**config.mk**
```make
export PLATFORM = sky130hd
export DESIGN_NAME = pipe_ctrl
export DESIGN_NICKNAME = d
export VERILOG_FILES = /design/src/rtl/pipe_ctrl.sv
export SDC_FILE = /design/constraint.sdc
export NUM_CORES = 1
export LEC_CHECK = 0
export CORE_AREA = 2 2 63 77
export DETAILED_ROUTE_END_ITERATION = 10
export DIE_AREA = 0 0 65 79
export PLACE_DENSITY = 0.83
export SLEW_MARGIN = 30
export SYNTH_ARGS = -nofsm -noshare
export SYNTH_HDL_FRONTEND = slang
export SYNTH_SLANG_ARGS = --single-unit
```
**constraint.sdc**
```tcl
create_clock -name clock -period 3.5 [get_ports clock]
set_input_delay 0.7 -clock clock [delete_from_list [all_inputs] [get_ports clock]]
set_output_delay 0.7 -clock clock [all_outputs]
set_load 0.01 [all_outputs]
```
**src/rtl/pipe_ctrl.sv**
```systemverilog
// Pipeline hazard controller: load-use stall, branch flush, memory wait
// with timeout, plus saturating stall/flush counters and a sticky error.
module pipe_ctrl #(
    parameter int WAIT_MAX = 16,
    parameter int RW       = 5
) (
    input  logic          clock,
    input  logic          reset,
    input  logic          idex_memread,
    input  logic [RW-1:0] idex_rd,
    input  logic [RW-1:0] ifid_rs,
    input  logic [RW-1:0] ifid_rt,
    input  logic          exmem_branch,
    input  logic          exmem_zero,
    input  logic          mem_req,
    input  logic          mem_ready,
    output logic          pc_en,
    output logic          ifid_en,
    output logic          idex_en,
    output logic          exmem_en,
    output logic          ifid_flush,
    output logic          idex_flush,
    output logic          exmem_flush,
    output logic [1:0]    state,
    output logic [15:0]   stall_cnt,
    output logic [15:0]   flush_cnt,
    output logic          timeout_err
);

    typedef enum logic [1:0] {
        RUN      = 2'd0,
        LU_STALL = 2'd1,
        MEM_WAIT = 2'd2,
        TIMEOUT  = 2'd3
    } state_t;

    localparam int          WW   = $clog2(WAIT_MAX + 1);
    localparam logic [WW-1:0] WMAX = WW'(WAIT_MAX);

    state_t        st, st_nx;
    logic [WW-1:0] wcnt, wcnt_nx;
    logic          taken, hazard;
    logic          use_run, mem_term, haz_term;
    logic          flush_inc, set_err;

    assign taken  = exmem_branch & exmem_zero;
    assign hazard = idex_memread && (idex_rd != '0) &&
                    ((idex_rd == ifid_rs) || (idex_rd == ifid_rt));
    assign state  = st;

    // Next state and enable/flush decode; the RUN rule set is shared by
    // RUN, LU_STALL and a completing MEM_WAIT with individual terms masked.
    always_comb begin
        st_nx       = st;
        wcnt_nx     = wcnt;
        pc_en       = 1'b0;
        ifid_en     = 1'b0;
        idex_en     = 1'b0;
        exmem_en    = 1'b0;
        ifid_flush  = 1'b0;
        idex_flush  = 1'b0;
        exmem_flush = 1'b0;
        flush_inc   = 1'b0;
        set_err     = 1'b0;
        use_run     = 1'b0;
        mem_term    = 1'b0;
        haz_term    = 1'b0;

        case (st)
            RUN: begin
                use_run  = 1'b1;
                mem_term = mem_req & ~mem_ready;
                haz_term = hazard;
            end
            LU_STALL: begin
                use_run  = 1'b1;
                mem_term = mem_req & ~mem_ready;
            end
            MEM_WAIT: begin
                if (!mem_ready) begin
                    if (wcnt == WMAX) begin
                        st_nx   = TIMEOUT;
                        set_err = 1'b1;
                    end else begin
                        wcnt_nx = wcnt + 1'b1;
                    end
                end else begin
                    use_run  = 1'b1;
                    haz_term = hazard;
                end
            end
            default: ;  // TIMEOUT: frozen until reset
        endcase

        if (use_run) begin
            if (mem_term) begin
                wcnt_nx = WW'(1);
                st_nx   = MEM_WAIT;
            end else if (taken) begin
                {pc_en, ifid_en, idex_en, exmem_en}    = 4'b1111;
                {ifid_flush, idex_flush, exmem_flush}  = 3'b111;
                flush_inc = 1'b1;
                st_nx     = RUN;
            end else if (haz_term) begin
                // Hold PC and IF/ID, inject a bubble into ID/EX.
                idex_en    = 1'b1;
                exmem_en   = 1'b1;
                idex_flush = 1'b1;
                st_nx      = LU_STALL;
            end else begin
                {pc_en, ifid_en, idex_en, exmem_en} = 4'b1111;
                st_nx = RUN;
            end
        end

        // Nothing moves while reset is held.
        if (reset) begin
            {pc_en, ifid_en, idex_en, exmem_en}   = 4'b0000;
            {ifid_flush, idex_flush, exmem_flush} = 3'b000;
            flush_inc = 1'b0;
            set_err   = 1'b0;
        end
    end

    // State, wait counter, saturating counters and sticky timeout flag.
    always_ff @(posedge clock or posedge reset) begin
        if (reset) begin
            st          <= RUN;
            wcnt        <= '0;
            stall_cnt   <= '0;
            flush_cnt   <= '0;
            timeout_err <= 1'b0;
        end else begin
            st   <= st_nx;
            wcnt <= wcnt_nx;
            if (!pc_en && stall_cnt != 16'hFFFF) stall_cnt <= stall_cnt + 16'd1;
            if (flush_inc && flush_cnt != 16'hFFFF) flush_cnt <= flush_cnt + 16'd1;
            if (set_err) timeout_err <= 1'b1;
        end
    end

endmodule

```
# == Yosys cells after proc, flatten, opt, wreduce, memory -nomap -nowiden ==
# Index checks and enable logic that the tools add are counted.
# word_totals
ff_bits,40
input_bits,22
output_inout_bits,42
elab_cells,69
# classes
n_addsub,3
n_eq_ne,8
mux,38
n_bitwise,3
n_reduce_logical,12
# op_table
operator,count
adder 16 x 1 -> 16 bit (second input constant),2
!= test 16 bit (second input constant),2
2-to-1 mux 1 bit,26
2-to-1 mux 5 bit,5
== test 5 bit,2
2-to-1 mux 2 bit,5
adder 5 x 1 -> 5 bit (second input constant),1
== test 5 bit (second input constant),1
nonzero test 5 bit,1
logical AND 1 bit,4
case mux 1 bit (2 select lines),2
nonzero test 2 bit,2
AND reduction 3 bit,1
bitwise AND 1 bit,2
== test 2 x 1 -> 1 bit (second input constant),1
== test 2 bit (second input constant),1
zero test 2 bit,1
!= test 2 x 1 -> 1 bit (second input constant),1
OR reduction 2 bit,1
zero test 1 bit,1
logical OR 1 bit,1
inverter 1 bit,1

# == Logic depth before layout (Yosys ltp) ==
# Gate-level depths: netlist of the first run.
# depth
word_depth,12
ltp_mapped,7
ltp_nobuf,7

# == Least setup slack after synthesis of the first run ==
# Ideal clock, no wire load.
# synth_timing
kind,input-to-output
start,input port idex_rd[1]
end,output port pc_en
t_arrival_ps,1928
required_time_ps,2800
slack_ps,872
stages,5
path_cell_list,or4_1 -> o2111ai_2 -> or3_1 -> and2_1 -> buf_4
# synth_between
elab_chain_cells,10
word_cells_on_any_way,13
classes_between,eq/ne: 2; mux: 7; reduce/logical: 4
# synth_rtl
item,line,rtl
"start, declared",10,"input logic [RW-1:0] idex_rd,"
== test 5 bit or nonzero test 5 bit (tied branches),"48, 47",
logical OR 1 bit or logical AND 1 bit (tied branches),"48, 47",
logical AND 1 bit (*),47,assign hazard = idex_memread && (idex_rd != '0) &&
2-to-1 mux 1 bit,80,if (!mem_ready) begin
case mux 1 bit (2 select lines) (*),69,case (st)
2-to-1 mux 1 bit (*) (5 in series),n/a,
"end, declared",17,"output logic pc_en,"
# Mark *: on every way between the ends. The rest lies on a longest branch, timed or not.

# == Final worst setup path of the first run ==
# layout_timing
start,input port mem_ready
end,output port exmem_flush
# layout_between
elab_chain_cells,6
word_cells_on_any_way,8
classes_between,mux: 6; bitwise: 2
# layout_rtl
item,line,rtl
"start, declared",16,"input logic mem_ready,"
inverter 1 bit,"72, 77",
bitwise AND 1 bit,"72, 77",
2-to-1 mux 1 bit,n/a,
2-to-1 mux 1 bit,96,if (mem_term) begin
2-to-1 mux 1 bit (*),95,if (use_run) begin
2-to-1 mux 1 bit (*),117,if (reset) begin
"end, declared",23,"output logic exmem_flush,"
# Marks and branches as above.

==> results of run 1 <==
worst max-delay path, stage by stage:
cell	delay [ns]
clkdlybuf4s50_1	0.62
nand2b_1	0.15
a221oi_4	0.42
and2_1	0.21
clkdlybuf4s50_1	0.53
state kept, by name, indices dropped and copies added (netlist names):
signal and flops:
flush_cnt 16, timeout_err 1, state 2, stall_cnt 16
wcnt 5
synth_stat cells (2+ instances only):
cell type / count
inv_1: 8
a21oi_1: 4
nor3_1: 5
nand3_1: 20
and2_1: 3
ha_1: 4
nor3_2: 3
xor2_1: 15
nor2_1: 16
mux2_2: 2
nand2_1: 17
and3_1: 3
o22ai_1: 3
xnor2_1: 26
nor4_1: 4
nand2b_1: 3
o21ai_0: 4
dfrtp_1: 40
nand4_1: 7
buf_4: 3
clkbuf_1: 2
and4_1: 2
per-stage QoR:
step,hold slack (ns),instances,utilization [%],instance area (µm²),worst slack [ns]
5_1_grt,0.513,340,67.2,2970,0.0251
3_5_place_dp,0.471,332,64.8,2870,0.0149
2_1_floorplan,0.503,211,-,2160,0.872
3_3_place_gp,0.462,332,64.8,2870,0.0432
4_1_cts,0.489,340,66.9,2960,0.00636
6_report,0.482,340,67.2,2970,0.155
final timing paths:
| kind | startpoint | endpoint | slack, ns | cells past startpoint |
|---|---|---|---|---|
| min in group asynchronous | reset | state[1]$_DFFE_PP0P_ | 0.94 | 3 |
| hold / removal | timeout_err$_DFFE_PP0P_ | timeout_err$_DFFE_PP0P_ | 0.48 | 1 |
| setup / recovery | mem_ready | exmem_flush | 0.16 | 5 |
| max in group asynchronous | reset | stall_cnt[2]$_DFFE_PP0P_ | 2.21 | 3 |
| setup reg to reg | stall_cnt[4]$_DFFE_PP0P_ | stall_cnt[1]$_DFFE_PP0P_ | 1.31 | 5 |
| hold reg to reg | timeout_err$_DFFE_PP0P_ | timeout_err$_DFFE_PP0P_ | 0.48 | 1 |
final cells by class:
| class | instances | area (µm²) | share of cell area (%) |
|---|---|---|---|
| Tap cell | 58 | 72.6 | 2.44 |
| Multi-Input combinational cell | 157 | 1100 | 36.9 |
| Inverter | 9 | 33.8 | 1.14 |
| Timing Repair Buffer | 68 | 676 | 22.7 |
| Sequential cell | 40 | 1000 | 33.7 |
| Clock inverter | 2 | 10.0 | 0.337 |
| Clock buffer | 6 | 82.6 | 2.78 |
timing repair:
item | in CTS | in global routing
endpoints found under the hold margin | 0 | 0
gates resized for setup | 0 | 4
setup endpoints to repair | 0 | 2
where the power goes:
part           internal (mW)  switching, mW
sequential             0.570          0.149
clock                  0.157          0.152
combinational          0.306          0.225
total                   1.03          0.526
cell families after synthesis:
logic type,share of synthesized area [%]
and+or+nand+nor,21.3
xor gates and xnor gates,16.6
DFF,46.4
AOI/OAI and AO/OA,9.33
buffers and inverters,2.96
adders and majority gates,2.32
muxes,1.04
metal layers:
layer / wire length (µm) / up-vias / track usage, %
met3: 253 / 4 / 3.40
li1: - / 875 / -
met1: 1950 / 877 / 23.7
met2: 2440 / 57 / 35.2
met5: 0 / - / 0
met4: 42 / 0 / 5.11
==> flow_metrics.env, run 1 <==
export IMPL_status="finished clean"
export IMPL_via_count=1813
export IMPL_die_w_um=65
export IMPL_setup_worst_path_class="in -> out"
export IMPL_grt_pass1_vias=1772
export IMPL_grt_max_degree=41
export IMPL_max_cap_violations=0
export IMPL_synth_nets=237
export IMPL_port_buffers=63
export IMPL_drt_iter0_drc=60
export IMPL_power_density_nw_per_um2=524
export IMPL_die_area_um2=5140
export IMPL_start_util_pct=48.8
export IMPL_start_kind="input port"
export IMPL_mostFrequentLayoutCell="clkdlybuf4s50_1"
export IMPL_rsz0062_at_grt="false"
export IMPL_synthTopCellsByArea="dfrtp_1 46%, xnor2_1 11%, xor2_1 6.1%"
export IMPL_cts_sinks=40
export IMPL_nets=307
export IMPL_ctsHoldBuffers=0
export IMPL_worst_pin_slew_ns=0.804
export IMPL_syn_inst=211
export IMPL_synth_seq_cells=40
export IMPL_grt_pass1_wl_mm=7.93
export IMPL_rows=27
export IMPL_hold_violations=0
export IMPL_setup_viol=0
export IMPL_gp_congestion=0.885
export IMPL_die_y_um=79
export IMPL_p_leak_nw=1.27
export IMPL_synth_edf_count=0
export IMPL_hold_path_class="reg -> reg"
export IMPL_syn_avg_cell_area_um2=10.2
export IMPL_cp_required_ns=2.80
export IMPL_netlist_area_um2=2160
export IMPL_cts_buffers=5
export IMPL_peakVddDrop_uv=370
export IMPL_finalMaxSlewViolations=0
export IMPL_period_needed_ns=3.34
export IMPL_grt_overflow_total=0
export IMPL_skew_ns=0.00635
export IMPL_drt_pass1_iter_count=4
export IMPL_end_kind="primary output"
export IMPL_cts_tree="yes"
export IMPL_finalWirelength_mm=4.69
export IMPL_detail_route_antenna_nets=0
export IMPL_synth_top_cell_by_area="dfrtp_1"
export IMPL_dpl_hpwl_mm=3.55
export IMPL_antenna_found_initial=0
export IMPL_via_per_inst=5.33
export IMPL_relSlewSlack_pct=45.7
export IMPL_core_um2=4430
export IMPL_grt_use_total_pct=19.4
export IMPL_yosysTopAreaCellShare_pct=46.4
export IMPL_tns_ns=0
export IMPL_io_pin_count=64
export IMPL_yosysSeqAreaShare_pct=46.4
export IMPL_max_freq_ghz=0.299
export IMPL_post_cts_setup_buffers=0
export IMPL_clk_pin_slew_ns=0.08
export IMPL_area_growth_syn_to_layout_pct=37.7
export IMPL_worstPathMaxFanout=8
export IMPL_arrival_ns=2.64
export IMPL_htree_num_levels=2
export IMPL_final_cell_mix="60 x clkdlybuf4s50_1, 40 x dfrtp_1, 26 x xnor2_1"
export IMPL_root_buffer="clkbuf_8"
export IMPL_ys_async_sr_fraction_pct=100
export IMPL_yosysWarnings=0
export IMPL_detail_route_wl_per_cell_um=13.8
export IMPL_post_synth_num_cell_types=39
export IMPL_synthFlopType="dfrtp_1"
export IMPL_fin_total_pwr_mw=1.56
export IMPL_clock_path_buffers=2
export IMPL_diodes=0
export IMPL_drive_gt1_share_pct=8.51
export IMPL_min_period_over_period_pct=95.6
export IMPL_drc=0
export IMPL_fillers=345
export IMPL_clock_latency_ns=0.28
No activity file was read; power rests on OpenSTA's default activity.
==> run 2, diff against run 1 <==
CORE_AREA = 2 2 65 80   (was 2 2 63 77)
DIE_AREA = 0 0 67 82   (was 0 0 65 79)
PLACE_DENSITY = 0.78   (was 0.83)
clock period = 3.8 ns   (was 3.5 ns; I/O delays follow)
==> flow_metrics.env, run 2 (synthesis gave the netlist of run 1 again) <==
export IMPL_status="finished clean"
export IMPL_grt_overflow_total=0
export IMPL_setup_viol=0
export IMPL_dpl_hpwl_mm=3.62
export IMPL_nets=306
export IMPL_tns_ns=0
export IMPL_setup_worst_path_class="in -> out"
export IMPL_end_kind="primary output"
export IMPL_start_kind="input port"
export IMPL_peakVddDrop_uv=298
export IMPL_cts_sinks=40
export IMPL_p_clk_share_pct=20.0
export IMPL_htree_num_levels=2
export IMPL_die_area_um2=5490
export IMPL_grt_pass1_wl_mm=7.84
export IMPL_power_frac_seq_pct=46.0
export IMPL_place_ws_ns=0.191
export IMPL_cts_tree="yes"
export IMPL_mostFrequentLayoutCell="clkdlybuf4s50_1"
export IMPL_max_cap_violations=0
export IMPL_rsz0062_at_grt="false"
export IMPL_clock_path_buffers=2
export IMPL_power_density_nw_per_um2=489
export IMPL_detail_route_antenna_nets=0
export IMPL_finalMaxSlewViolations=0
export IMPL_cts_resized=0
export IMPL_grt_max_degree=41
export IMPL_max_freq_ghz=0.278
export IMPL_hold_path_class="reg -> reg"
export IMPL_min_period_over_period_pct=94.6
export IMPL_period_needed_ns=3.60
export IMPL_drive_gt1_share_pct=7.12
export IMPL_detail_route_wl_per_cell_um=14.4
export IMPL_grt_use_total_pct=18.9
export IMPL_ctsHoldBuffers=0
export IMPL_area_growth_syn_to_layout_pct=36.9
export IMPL_clock_latency_ns=0.29
export IMPL_p_leak_nw=1.23
export IMPL_drt_pass1_iter_count=4
export IMPL_clk_pin_slew_ns=0.08
export IMPL_arrival_ns=2.84
export IMPL_port_buffers=63
export IMPL_io_pin_count=64
export IMPL_power_frac_comb_pct=34.0
export IMPL_fin_total_pwr_mw=1.44
export IMPL_core_um2=4760
export IMPL_rows=28
export IMPL_worstPathMaxFanout=3
export IMPL_p_int_uw=954
export IMPL_finalWirelength_mm=4.90
export IMPL_hold_violations=0
export IMPL_power_switching_uw=489
export IMPL_worst_pin_slew_ns=0.799
export IMPL_drt_iter0_drc=86
export IMPL_skew_ns=0.00825
export IMPL_start_util_pct=45.3
export IMPL_final_cell_mix="63 x clkdlybuf4s50_1, 40 x dfrtp_1, 26 x xnor2_1"
export IMPL_via_count=1820
export IMPL_grt_pass1_vias=1783
export IMPL_post_cts_setup_buffers=0
export IMPL_diodes=0
export IMPL_die_w_um=67
export IMPL_cp_required_ns=3.04
export IMPL_die_y_um=82
export IMPL_top_regs="flush_cnt (16), stall_cnt (16), wcnt (5)"
export IMPL_p_sw_share_pct=33.9
export IMPL_final_setup_worst_slack_ns=0.204
export IMPL_relSlewSlack_pct=46.0
export IMPL_drc=0
export IMPL_via_per_inst=5.34
export IMPL_root_buffer="clkbuf_8"
export IMPL_gp_congestion=0.875
export IMPL_cts_buffers=5
export IMPL_antenna_found_initial=0
[run 2: power groups by stage]
stage	Sequential, mW	Combinational (mW)	Clock [mW]
2_1_floorplan	0.678	0.218	0
3_3_place_gp	0.667	0.483	0
3_5_place_dp	0.669	0.493	0
4_1_cts	0.662	0.495	0.299
5_1_grt	0.684	0.547	0.309
6_report	0.664	0.490	0.289
[run 2: per-layer routing]
metal	vias to the layer above	track usage [%]	routed length [µm]
li1	872	-	-
met3	6	5.21	339
met2	51	31.8	2460
met5	-	0	0
met4	0	8.16	70
met1	891	22.5	2020
[run 2: layout make-up]
type                    count  area, µm²
clock buffers               8       90.1
fillers                   417       1810
inverters                   9       33.8
multi-input cells         157       1090
flip-flops and latches     40       1000
well taps                  60       75.1
repair buffers             67        661
[run 2: worst paths after layout]
kind | startpoint | to | slack (ns) | cells after the start
max | idex_rd[1] | ifid_en | 0.20 | 6
min | timeout_err$_DFFE_PP0P_ | timeout_err$_DFFE_PP0P_ | 0.48 | 1
max reg2reg | state[0]$_DFFE_PP0P_ | flush_cnt[13]$_DFFE_PP0P_ | 1.60 | 7
min reg2reg | timeout_err$_DFFE_PP0P_ | timeout_err$_DFFE_PP0P_ | 0.48 | 1
max in group asynchronous | reset | flush_cnt[5]$_DFFE_PP0P_ | 2.44 | 3
min in group asynchronous | reset | state[1]$_DFFE_PP0P_ | 1.01 | 3
[run 2: critical path, stage by stage]
cell and delay [ns]:
clkdlybuf4s50_1 0.47, or4_1 0.58, o2111ai_2 0.19, or3_1 0.15, and2_1 0.14, clkdlybuf4s50_1 0.54
[run 2: per-stage QoR]
step	hold WS [ns]	util, %	instance area, µm²	std cells
2_1_floorplan	0.503	-	2160	211
3_3_place_gp	0.457	60.1	2860	333
3_5_place_dp	0.463	60.1	2860	333
4_1_cts	0.481	62.0	2950	341
5_1_grt	0.502	62.0	2950	341
6_report	0.479	62.0	2950	341
==> run 3, diff against run 2 <==
SKIP_LAST_GASP = 1   (was not set)
==> results of run 3 <==
Final layout, timing and power as in run 2 (identical DEF).
==> patch 1, RTL diff (config.mk and constraints of run 2) <==
Make the reset (`reset`) synchronous in one clocked block.
--- a/src/rtl/pipe_ctrl.sv
+++ b/src/rtl/pipe_ctrl.sv
@@ -125,3 +125,3 @@
     // State, wait counter, saturating counters and sticky timeout flag.
-    always_ff @(posedge clock or posedge reset) begin
+    always_ff @(posedge clock) begin
         if (reset) begin
Formal check against the unedited RTL: differs if reset is asserted again (counterexample within 4 cycles, from zero or initial values and one cycle with reset high); with reset held inactive, the same outputs for 10 cycles.
==> patch 1 against run 2 <==
- synthesized area decreased by 3.9%
- setup slack better by 0.013 ns
- sequential cell count unchanged
- sequential share of layout area fell by 5.5 points
- routed wire length is 1.2% lower
- final area down 4.7%
Power is not compared: it rests on default switching activity, and its combinational part moved more than twofold at a synthesized area within 25%.
==> patch 1: results (changes against run 2) <==
metric,value,unit,change
reg2reg_from,state[0],,
viasPerCell,5.32,,-0.38%
yosys.cell_types.count,40,,+2.6%
skew,0.00159,ns,-0.00666 ns
synth-xor-area-share,0.135,,-0.0313
critPathArrivalTime,2.82,ns,-0.02 ns
synth_nets,270,,+14%
final_nets,332,,+8.5%
synth-compound-area-share,0.121,,+0.0273
drtIter0Drc,49,,-43%
min_delay_worst_endpoint,timeout_err,,
grt_pass1_vias,1961,,+10%
grt_pass1_wl,8200,um,+4.7%
cp_max_fo,7,,+4
synthMuxAreaShare,0.0151,,+0.00464
grtUsageTotal,0.189,,about the same
pre_cts_slack,0.220,ns,+0.0293 ns
rr_worst_depth,8,,+1
synthAdderAreaFrac,0.0241,,+0.000937
wl_per_cell,13.2,um,-8.0%
hpwl,3520,um,-2.7%
synthTopCellsByCount,"40 x dfxtp_1, 37 x nor2_1, 21 x nand3_1",,
worstHoldStart,timeout_err,,
timing.rr.end,stall_cnt[15],,
status,"complete, no violations",,
async_flop_share,0,,-1.00
-- patch 1: cell types whose count changed after synthesis, sizes merged, moves of 4 or more --
cell	before	now
a21oi	5	13
nor2	16	37
o31ai	1	5
xnor2	26	13
dfrtp	40	0
xor2	15	19
nor2b	0	5
dfxtp	0	40
or4	1	5
nor3	8	2
and3	3	8
-- patch 1: logic make-up (layout without fill, tap and decap cells) --
logic type,count (synthesis),in the layout
fa+ha+maj,4,4
compound gates,35,35
xor+xnor,32,32
simple gates,114,114
flops,40,40
buf+inv,16,78
mux,3,3
-- patch 1: power groups by stage --
| stage | registers (mW) | logic (mW) | clock network, mW |
|---|---|---|---|
| after CTS | 0.432 | 0.107 | 0.273 |
| after global routing | 0.434 | 0.116 | 0.286 |
| after detailed placement | 0.442 | 0.106 | 0 |
| final | 0.432 | 0.106 | 0.262 |
| after global placement | 0.442 | 0.104 | 0 |
| after floorplan | 0.443 | 0.0514 | 0 |
-- patch 1: worst max-delay path, delay by kind of cell --
family | cells | cell delay (ns)
buf+inv | 3 | 1.21
compound gates | 2 | 0.44
simple gates | 2 | 0.41
-- patch 1: metal layers --
| layer | GRT usage | vias up | wire [um] | part of all wire |
|---|---|---|---|---|
| met5 | 0 | - | 0 | 0 |
| met4 | 0.0735 | 0 | 76 | 0.016 |
| met3 | 0.0411 | 7 | 314 | 0.065 |
| met2 | 0.341 | 45 | 2400 | 0.50 |
| met1 | 0.215 | 919 | 2040 | 0.42 |
| li1 | - | 975 | - | - |
-- patch 1: how the worst max path moves through the flow --
stage	slack [ns]	endpoint	start
floorplan	1.11	pc_en	idex_rd[1]
CTS	0.22	ifid_en	idex_rd[1]
global route	0.09	ifid_en	mem_ready
finish	0.22	ifid_en	mem_ready
detailed placement	0.22	ifid_en	idex_rd[1]
global placement	0.24	ifid_en	idex_rd[1]
-- patch 1: area by class of cell --
type	instances	area (um^2)
fill	458	1950
multi-input combinational	188	1190
sequential	40	801
timing repair buffer	65	646
tap	60	75.1
clock buffer	6	72.6
inverter	6	22.5
clock inverter	1	5.00
-- patch 1: per-stage QoR --
stage | std cells | utilization | hold slack [ns] | total power, mW | cell area, um^2
after floorplan | 244 | - | 0.472 | 0.495 | 2070
after global placement | 359 | 0.575 | 0.468 | 0.546 | 2740
after detailed placement | 359 | 0.575 | 0.477 | 0.549 | 2740
after CTS | 366 | 0.591 | 0.495 | 0.812 | 2820
after global routing | 366 | 0.591 | 0.527 | 0.835 | 2820
final | 366 | 0.591 | 0.483 | 0.799 | 2820
==> patch 2, RTL diff (config.mk and constraints of run 2) <==
Made on the original files. Change the parameter `RW` from 5 to 6.
--- a/src/rtl/pipe_ctrl.sv
+++ b/src/rtl/pipe_ctrl.sv
@@ -4,3 +4,3 @@
     parameter int WAIT_MAX = 16,
-    parameter int RW       = 5
+    parameter int RW       = 6
 ) (
Ports: changed (resized idex_rd, ifid_rs and ifid_rt); port bits go from 64 to 67. No check against the original RTL was run, so the function may have changed too.
==> patch 2 against run 2 <==
- sequential cell count stayed put
- largest cell class unchanged
- setup slack better by 0.13 ns
- synthesized area is 1.6% higher
- count of clock-buffer cells in the layout is 2 lower
- routed wire length is 1.9% lower
- first-iteration DRC count is 35% lower
- power is 2.0% lower
- register-to-register slack worse by 0.07 ns
- clock skew is 0.0032 ns higher
- largest power group unchanged
- synthesized cell count is 3.8% higher
- final area is 0.64% higher
- utilization is 0.39 points higher
- combinational power is 1% higher
==> patch 2: results (changes against run 2) <==
metric,value,unit,change
cpPeakStageDelay,0.48,ns,-0.10 ns
final_nets,316,,+3.3%
placed_cell_area,0.00290,mm^2,+1.1%
grt_pass1_wl,7850,um,+0.18%
worstHoldStart,timeout_err,,
fill_cells,415,,-0.48%
crit_start,idex_rd[5],,
ir_drop,318,uV,+6.8%
reg2reg_from,state[1],,
drt_wl_total,4800,um,-1.9%
htreeDepth,2,,unchanged
cts_resized,0,,unchanged
synth.area.top_cells,"dfrtp_1 46%, xor2_1 13%, nor2_1 4.1%",,
crit_family,buffers and inverters,,
drive_above_1_share,0.0697,,-0.00149
worst_pin_slew,0.745,ns,-0.0538 ns
synthTopCellsByCount,"40 x dfrtp_1, 33 x xor2_1, 24 x nor2_1",,
portBuffers,66,,+4.8%
drtIter0Drc,56,,-35%
async_flop_share,1.00,,unchanged
gp_congestion,0.721,,-18%
rows,28,,unchanged
antenna_found_initial,0,,unchanged
yosysSeqAreaShare,0.456,,-0.00741
p_leak,1.25,nW,+2.1%
synth_nets,248,,+4.6%
vias,1792,,-1.5%
status,"complete, no violations",,
antenna_cells,0,,unchanged
slowest_stage,clkdlybuf4s50_1,,
grt_max_degree,24,,-41%
yosys.cell_types.count,38,,-2.6%
path_clk_slew,0.07,ns,
cp_max_fo,3,,unchanged
skew,0.0114,ns,+0.00316 ns
hold_path.class,flip-flop to flip-flop,,
grtUsageTotal,0.189,,about the same
critPathArrivalTime,2.71,ns,-0.13 ns
first_pass_iters,7,,+3
hpwl,3620,um,about the same
## patch 2: layer usage
metal	share of wire	GRT usage	wire, um
met1	0.41	0.214	1960
met2	0.48	0.324	2320
met3	0.088	0.0630	423
met4	0.019	0.0796	93
met5	0	0	0
## patch 2: power breakdown
part | leakage [nW] | internal [mW] | total [mW] | switching [mW]
Clock | 0.0410 | 0.125 | 0.262 | 0.138
Combinational | 0.716 | 0.279 | 0.495 | 0.215
Sequential | 0.495 | 0.525 | 0.657 | 0.132
## patch 2: final timing paths
| path | endpoint | slack [ns] | cells past startpoint |
|---|---|---|---|
| worst max-delay path | ifid_en | 0.33 | 8 |
| max in group asynchronous | flush_cnt[7] | 1.99 | 3 |
| min in group asynchronous | stall_cnt[13] | 1.02 | 2 |
| worst min-delay path | timeout_err | 0.47 | 1 |
| worst max register to register | stall_cnt[15] | 1.53 | 6 |
| worst min register to register | timeout_err | 0.47 | 1 |
## patch 2: metrics by stage
| step | setup slack (ns) | power [mW] | std cells |
|---|---|---|---|
| 2_1_floorplan | 1.24 | 0.892 | 219 |
| 3_3_place_gp | 0.350 | 1.15 | 340 |
| 3_5_place_dp | 0.313 | 1.16 | 340 |
| 4_1_cts | 0.301 | 1.43 | 347 |
| 5_1_grt | 0.155 | 1.52 | 347 |
| 6_report | 0.333 | 1.41 | 347 |
## patch 2: worst register-to-register path, cell delays in order, from the launching register on
cell and delay, ns:
dfrtp_1 0.49, nor2b_1 0.19, a211o_1 0.25, or3b_1 0.38, o22a_2 0.34, nor4_1 0.36
xor2_1 0.18
## patch 2: layout make-up
| type | instances | area [um^2] | share of cell area |
|---|---|---|---|
| multi-input combinational | 162 | 1110 | 0.373 |
| sequential | 40 | 1000 | 0.337 |
| timing repair buffer | 67 | 668 | 0.225 |
| tap | 60 | 75.1 | 0.0253 |
| clock buffer | 6 | 72.6 | 0.0244 |
| inverter | 11 | 41.3 | 0.0139 |
| clock inverter | 1 | 5.00 | 0.00168 |
## patch 2: logic make-up (layout without fill, tap and decap cells)
kind of cell	after synthesis	count (layout)	share of synthesized area
xor gates and xnor gates	43	43	0.172
buffers and inverters	17	85	0.0377
and+or+nand+nor	97	97	0.248
muxes	1	1	0.00513
adders and majority gates	4	4	0.0228
AOI/OAI and AO/OA	17	17	0.0588
DFF	40	40	0.456
